<file path="src/rtl/ahb_lite_cmd_master.sv">
// AHB-Lite initiator: turns valid/ready read/write commands into pipelined NONSEQ transfers,
// with ERROR-response cancellation and a data-phase wait-state watchdog.
module ahb_lite_cmd_master #(
    parameter int unsigned ADDR_WIDTH     = 32,
    parameter int unsigned DATA_WIDTH     = 32,
    parameter int unsigned TIMEOUT_CYCLES = 256
) (
    input  logic                  HCLK,
    input  logic                  HRESET,

    input  logic                  cmd_valid,
    output logic                  cmd_ready,
    input  logic                  cmd_write,
    input  logic [ADDR_WIDTH-1:0] cmd_addr,
    input  logic [2:0]            cmd_size,
    input  logic [DATA_WIDTH-1:0] cmd_wdata,

    output logic                  rsp_valid,
    output logic [DATA_WIDTH-1:0] rsp_rdata,
    output logic                  rsp_err,
    output logic                  rsp_cancel,
    output logic                  rsp_timeout,

    output logic                  HSEL,
    output logic [ADDR_WIDTH-1:0] HADDR,
    output logic [1:0]            HTRANS,
    output logic                  HWRITE,
    output logic [2:0]            HSIZE,
    output logic [2:0]            HBURST,
    output logic [3:0]            HPROT,
    output logic                  HMASTLOCK,
    output logic [DATA_WIDTH-1:0] HWDATA,
    input  logic                  HREADY,
    input  logic [DATA_WIDTH-1:0] HRDATA,
    input  logic                  HRESP
);

    // The counter only has to reach TIMEOUT_CYCLES-1; the firing cycle is the TIMEOUT_CYCLES-th wait.
    localparam int unsigned    CNT_W   = (TIMEOUT_CYCLES > 1) ? $clog2(TIMEOUT_CYCLES) : 1;
    localparam bit             WD_EN   = (TIMEOUT_CYCLES != 0);
    localparam logic [CNT_W-1:0] WD_LAST =
        CNT_W'((TIMEOUT_CYCLES > 0) ? (TIMEOUT_CYCLES - 1) : 0);

    typedef enum logic [1:0] {
        StRun    = 2'd0,
        StErr1   = 2'd1,
        StCancel = 2'd2
    } state_e;

    state_e state_q, state_d;

    logic                  live_q;
    logic                  halted_q;

    logic                  aph_valid_q;
    logic                  aph_cancel_q;
    logic                  aph_write_q;
    logic [ADDR_WIDTH-1:0] aph_addr_q;
    logic [2:0]            aph_size_q;
    logic [DATA_WIDTH-1:0] aph_wdata_q;

    logic                  dph_valid_q;
    logic                  dph_write_q;
    logic [DATA_WIDTH-1:0] hwdata_q;

    logic [CNT_W-1:0]      wd_cnt_q;

    logic                  rsp_valid_q;
    logic                  rsp_err_q;
    logic                  rsp_cancel_q;
    logic                  rsp_timeout_q;
    logic [DATA_WIDTH-1:0] rsp_rdata_q;

    logic cmd_ready_c;
    logic cmd_acc;
    logic aph_adv;
    logic dph_done;
    logic dph_wait;
    logic wd_fire;
    logic err_start;
    logic cancel_emit;

    always_comb begin
        state_d     = state_q;
        cmd_ready_c = 1'b0;
        err_start   = 1'b0;
        cancel_emit = 1'b0;
        dph_wait    = dph_valid_q & ~HREADY;
        dph_done    = dph_valid_q & HREADY;
        wd_fire     = WD_EN & dph_wait & (wd_cnt_q == WD_LAST);

        case (state_q)
            StRun: begin
                cmd_ready_c = live_q & (~aph_valid_q | HREADY);
                if (dph_valid_q & HRESP & ~HREADY) begin
                    err_start = 1'b1;
                    state_d   = StErr1;
                end
            end
            StErr1: begin
                // Any APH content here was marked cancelled on entry.
                if (HREADY) begin
                    state_d = aph_valid_q ? StCancel : StRun;
                end
            end
            StCancel: begin
                cancel_emit = 1'b1;
                state_d     = StRun;
            end
            default: state_d = StRun;
        endcase

        cmd_acc = cmd_valid & cmd_ready_c;
        aph_adv = aph_valid_q & ~aph_cancel_q & HREADY;

        if (wd_fire) begin
            err_start = 1'b0;
            state_d   = (aph_valid_q | cmd_acc) ? StCancel : StRun;
        end
    end

    always_ff @(posedge HCLK or posedge HRESET) begin
        if (HRESET) begin
            state_q <= StRun;
        end else begin
            state_q <= state_d;
        end
    end

    always_ff @(posedge HCLK or posedge HRESET) begin
        if (HRESET) begin
            live_q        <= 1'b0;
            halted_q      <= 1'b0;
            aph_valid_q   <= 1'b0;
            aph_cancel_q  <= 1'b0;
            aph_write_q   <= 1'b0;
            aph_addr_q    <= '0;
            aph_size_q    <= '0;
            aph_wdata_q   <= '0;
            dph_valid_q   <= 1'b0;
            dph_write_q   <= 1'b0;
            hwdata_q      <= '0;
            wd_cnt_q      <= '0;
            rsp_valid_q   <= 1'b0;
            rsp_err_q     <= 1'b0;
            rsp_cancel_q  <= 1'b0;
            rsp_timeout_q <= 1'b0;
            rsp_rdata_q   <= '0;
        end else begin
            // A timeout leaves the slave stalled, so command intake stays off until reset.
            live_q   <= wd_fire ? 1'b0 : (live_q | ~halted_q);
            halted_q <= halted_q | wd_fire;

            rsp_valid_q   <= 1'b0;
            rsp_err_q     <= 1'b0;
            rsp_cancel_q  <= 1'b0;
            rsp_timeout_q <= 1'b0;
            if (dph_done) begin
                rsp_valid_q <= 1'b1;
                rsp_err_q   <= HRESP | (state_q == StErr1);
                rsp_rdata_q <= (~dph_write_q & ~HRESP & (state_q != StErr1)) ? HRDATA : '0;
            end else if (wd_fire) begin
                rsp_valid_q   <= 1'b1;
                rsp_err_q     <= 1'b1;
                rsp_timeout_q <= 1'b1;
                rsp_rdata_q   <= '0;
            end else if (cancel_emit) begin
                rsp_valid_q  <= 1'b1;
                rsp_err_q    <= 1'b1;
                rsp_cancel_q <= 1'b1;
                rsp_rdata_q  <= '0;
            end

            if (cmd_acc) begin
                aph_valid_q  <= 1'b1;
                aph_cancel_q <= err_start | wd_fire;
                aph_write_q  <= cmd_write;
                aph_addr_q   <= cmd_addr;
                aph_size_q   <= cmd_size;
                aph_wdata_q  <= cmd_wdata;
            end else if (aph_adv | cancel_emit) begin
                aph_valid_q  <= 1'b0;
                aph_cancel_q <= 1'b0;
            end else if ((err_start | wd_fire) & aph_valid_q) begin
                aph_cancel_q <= 1'b1;
            end

            if (wd_fire) begin
                dph_valid_q <= 1'b0;
            end else if (aph_adv) begin
                dph_valid_q <= 1'b1;
                dph_write_q <= aph_write_q;
                hwdata_q    <= aph_wdata_q;
            end else if (dph_done) begin
                dph_valid_q <= 1'b0;
            end

            wd_cnt_q <= (dph_wait & ~wd_fire) ? (wd_cnt_q + 1'b1) : '0;
        end
    end

    assign cmd_ready   = cmd_ready_c;
    assign rsp_valid   = rsp_valid_q;
    assign rsp_rdata   = rsp_rdata_q;
    assign rsp_err     = rsp_err_q;
    assign rsp_cancel  = rsp_cancel_q;
    assign rsp_timeout = rsp_timeout_q;

    assign HSEL      = aph_valid_q & ~aph_cancel_q;
    assign HTRANS    = {aph_valid_q & ~aph_cancel_q, 1'b0};
    assign HADDR     = aph_addr_q;
    assign HWRITE    = aph_write_q;
    assign HSIZE     = aph_size_q;
    assign HBURST    = 3'b000;
    assign HPROT     = 4'b0011;
    assign HMASTLOCK = 1'b0;
    assign HWDATA    = hwdata_q;

endmodule

</file>
<file path="config.mk">
export PLATFORM = sky130hd
export DESIGN_NAME = ahb_lite_cmd_master
export DESIGN_NICKNAME = d
export VERILOG_FILES = /design/src/rtl/ahb_lite_cmd_master.sv
export SDC_FILE = /design/constraint.sdc
export NUM_CORES = 1
export LEC_CHECK = 0
export CAP_MARGIN = 20
export CORE_UTILIZATION = 47
export DETAILED_ROUTE_END_ITERATION = 10
export PLACE_DENSITY = 0.93
export SYNTH_ARGS = -nofsm -noshare
export SYNTH_HDL_FRONTEND = slang
export SYNTH_SLANG_ARGS = --single-unit
</file>
<file path="constraint.sdc">
create_clock -name HCLK -period 8 [get_ports HCLK]
set_input_delay 1.6 -clock HCLK [delete_from_list [all_inputs] [get_ports HCLK]]
set_output_delay 1.6 -clock HCLK [all_outputs]
set_load 0.005 [all_outputs]
</file>
## Word-level counts from Yosys, hierarchy flattened

Cells that the tools add are included.

- Register bits after elaboration: 152
- Logic and storage cells: 92

- Add/sub/neg operators: 1
- Equality and inequality tests: 6
- Mux-type cells: 33
- Bitwise operators: 27
- Reductions and logical operators: 7

Operators with widths:

| operator | number |
|---|---|
| $mux W32 | 4 |
| $mux W1 | 22 |
| $and A1 B1 Y1 | 13 |
| $mux W2 | 5 |
| $reduce_bool A3 Y1 | 3 |
| $add A8 B1 Y8 const B | 1 |
| $eq A8 B8 Y1 const B | 1 |
| $mux W8 | 1 |
| $not A1 Y1 | 7 |
| $or A1 B1 Y1 | 7 |
| $ne A3 B3 Y1 const B | 2 |
| $pmux W2 S2 | 1 |
| $reduce_and A2 Y1 | 2 |
| $eq A2 B1 Y1 const B | 1 |
| $eq A2 B2 Y1 const B | 1 |
| $logic_not A2 Y1 | 1 |
| $ne A2 B1 Y1 const B | 1 |
| $reduce_bool A2 Y1 | 1 |

## Depth between registers and ports, before layout

- Word-level depth: 10
- Mapped depth: 7
- Mapped depth without buffers: 5

## Least setup slack after synthesis

Ideal clock, no wire load.

- Path type: input port to output port
- Start: input port HREADY
- End: output port cmd_ready
- Arrival: 2076 ps
- Data required time: 6400 ps
- Path slack: 4324 ps
- Cell stages on the path: 3
- Path through: buf_2 -> nand2b_1 -> and3_1

- Cells in the longest elaborated chain, start to end: 3

Ends and longest elaborated chain:

| what | line | RTL |
|---|---|---|
| start, declared | 33 | `input logic HREADY,` |
| $or A1 B1 Y1 | 94 | `cmd_ready_c = live_q & (~aph_valid_q \| HREADY);` |
| $and A1 B1 Y1 | 94 |  |
| $mux W1 | 92 | `case (state_q)` |
| end, declared | 12 | `output logic cmd_ready,` |

No other way between the ends.

## Worst setup path after layout

Ends and elaborated chain as after synthesis.

==> key figures <==
Global routing
  • Vias in the first global route: approximately 4200
  • GRT overflow: 0
  • Met1 usage: 0.2360
  • Pin count of the biggest net entering global routing: 84
  • Initial antenna violation count: 0
  • First-pass GRT wire length: around 21 mm
  • Met2 usage: 0.3918
  • Gr usage total: 0.2214
  • GR met3 Demand/Resource: 0.08448
  • GRT Max-Usage Layer: met2

Power and ir drop
  • Switching share of power: 0.2585
  • Tot Pwr: approximately 3.2 mW
  • Seq pwr share: 0.397
  • Logic pwr share: 0.343
  • Pwr dens: 368.5 mW/mm2
  • Clock group share of total power: 0.260
  • Switching power of the nets: 0.8281 mW
  • Worst vdd ir: about 0.00020 V
  • Power Internal: 2.375 mW
  • Pleak: 3.748 nW

Clock network
  • CTS sink cnt: between 150 and 200
  • Root Driver: clkbuf_16
  • Post-CTS sizing: 0
  • Clock Latency Late Sink: between 400 and 500 ps
  • TritonCTS clock tree: built
  • Cts bufs inserted: 17
  • Clk buf depth: 2
  • H-tree depth: 4
  • Post-CTS Setup Bufs: 0
  • CTS clk-pin slew, worst paths: about 60 ps
  • Hold_buf cts: 0

Synthesis
  • Largest family of logic cells by synthesized area: multiplexers
  • Compound-gate portion of the synthesized area: 0.06971
  • Synth unique cells: 32
  • Gate count of the mapped netlist: roughly 380
  • Area share of fa/ha/maj cells after synthesis: 0.002145
  • Post-synthesis simple-gate area fraction: 0.03625
  • Synth Area in XOR/XNOR: 0.009009
  • Cell area after synthesis: between 0.005 and 0.006 mm2
  • Mean area per synthesized cell: between 15 and 20 um2
  • Post-synthesis register bit count: 152
  • Post-synthesis sequential area ratio: 0.6521
  • Fraction of synthesized area in multiplexers: 0.1950
  • Syn. warnings: 0

Detailed routing
  • DR vias/cell: 5.025
  • Vias: between 3000 and 4000
  • First-pass DRT Iterations: 4
  • Antenna viol nets, final: 0
  • # DRC: 0
  • WL/cell: around 18 um
  • Initial DRC count: about 180
  • Final wirelength: about 14 mm

Worst hold path
  • Worst min path class: register to register
  • Hold Path Cell Cnt: 1

STA
  • Fin crit share: 0.5888
  • Clock skew: between 6 and 7 ps
  • Hold Fails Final Rpt: 0
  • Fmax: roughly 210 MHz
  • Fin. max-slew vios: 0
  • Worst slew pin tran: ~940 ps
  • Final setup viols: 0
  • Worst slew margin: 0.3765
  • WHS: 457.7 ps
  • RSZ-0062 raised after global routing: false
  • Post-layout minimum cycle time: 4710 ps
  • Setup TNS: 0 ps

Final layout
  • Net count reported at finish: roughly 700
  • Non-filler cells, final: 769
  • Layout cell share with drive strength beyond 1: 0.2646
  • Cell area after layout: 0.008693 mm2
  • ANT cells: 0
  • Commonest non-fill, non-tap cell in the layout: clkdlybuf4s50_1
  • Commonest non-fill, non-tap cells in the layout: clkdlybuf4s50_1, dfrtp_1, mux2_2
  • P&R area growth vs syn: 49.03%

Job
  • Max-Cap Viols: 0

Critical path
  • Worst setup SP type: input port
  • Required @ worst endpoint: between 6000 and 7000 ps
  • Critical Path End Type: output port
  • R2r worst-path depth: 5
  • Kind of critical path: input port to output port
  • CP Max Fanout: 10
  • CP arrival: ~3100 ps

Floorplanning
  • Num rows: 40
  • Initial cell density of the core: 0.4836
  • Die area: between 0.01 and 0.015 mm2
  • Core area: around 0.012 mm2
  • Die H: between 100 and 150 um
  • I/O pin cnt: 221
  • Die width: around 110 um

Placement
  • Gpl congestion: 0.8012
  • Placed Area: 0.008044 mm2
  • PortBufs: about 210
  • Detailed Place HPWL: approximately 9.5 mm
  • Post-Place Cells: approximately 740

Run status
  • Status: finished, final reports clean
## layout make-up
cell class / count / area, um2
inverter: 3 / 16.27
multi-input combinational: 199 / 1872
sequential: 152 / 3804
fill: 814 / 3368
clock buffer: 23 / 478.0
clock inverter: 8 / 143.9
tap: 168 / 210.2
timing repair buffer: 216 / 2170
## power groups by stage
stage	Clock [mW]	Combinational, mW	Sequential [mW]
after CTS	0.848	1.12	1.27
final	0.833	1.10	1.27
after detailed placement	0	1.10	1.28
after global routing	0.880	1.18	1.31
after floorplan	0	0.471	1.26
after global placement	0	1.07	1.25
## cell usage after synthesis (all sizes together)
| cell | number | area, um2 |
|---|---|---|
| inv | 3 | 11.26 |
| nor2b | 4 | 25.02 |
| xor2 | 3 | 26.28 |
| ha | 1 | 12.51 |
| a21oi | 3 | 26.28 |
| a22o | 33 | 317.8 |
| a32o | 1 | 10.01 |
| buf | 28 | 190.2 |
| o21ai | 2 | 10.01 |
| or2 | 1 | 6.260 |
| xnor2 | 3 | 26.28 |
| nand3b | 1 | 7.510 |
| conb | 2 | 7.510 |
| a211oi | 1 | 7.510 |
| mux2 | 101 | 1137 |
| and3 | 5 | 31.28 |
| a31o | 2 | 26.28 |
| dfrtp | 152 | 3804 |
| nand3 | 5 | 25.02 |
| nand2b | 4 | 25.02 |
| nor4 | 2 | 18.77 |
| nand4 | 1 | 12.51 |
| a32oi | 1 | 8.760 |
| nand2 | 6 | 22.52 |
| nor2 | 10 | 37.54 |
## worst max-delay path, cell delays in order
cell and delay, ps:
clkdlybuf4s50_1 640, nand2b_1 210, and3_1 160, clkdlybuf4s50_1 490
## through the flow
stage | setup WS, ps | utilization
5_1_grt | 3235 | 0.7207
6_report | 3290 | 0.7207
3_3_place_gp | 3305 | 0.6669
3_5_place_dp | 3277 | 0.6669
2_1_floorplan | 2307 | -
4_1_cts | 3281 | 0.7185
## cell families (layout without fill, tap and decap cells)
logic type,after synthesis,in the layout
AOI/OAI and AO/OA,43,43
xor gates and xnor gates,6,6
adders and majority gates,1,1
buffers and inverters,31,250
DFF,152,152
muxes,101,101
other,2,9
and+or+nand+nor,39,39
## routing by layer
metal / wire, um / vias to the layer above
met5: 0 / -
met4: 323 / 0
met3: 1122 / 28
met2: 7121 / 173
met1: 4959 / 1921
li1: - / 1742
## final timing paths
| path | to | start | slack [ps] |
|---|---|---|---|
| setup / recovery | cmd_ready | HREADY | 3290 |
| hold / removal | live_q | halted_q | 460 |
| setup reg to reg | rsp_rdata[9] | wd_cnt_q[0] | 5840 |
| hold reg to reg | live_q | halted_q | 460 |
| max in group asynchronous | aph_wdata_q[22] | HRESET | 5290 |
| min in group asynchronous | HWDATA[30] | HRESET | 1650 |
## flip-flops by register name, indices dropped and copies added (netlist names), 2 cells and up
register     flops
state_q          2
rsp_rdata       32
HSIZE            3
HADDR           32
wd_cnt_q         8
aph_wdata_q     32
HWDATA          32
Power figures use the tool's default switching activity.
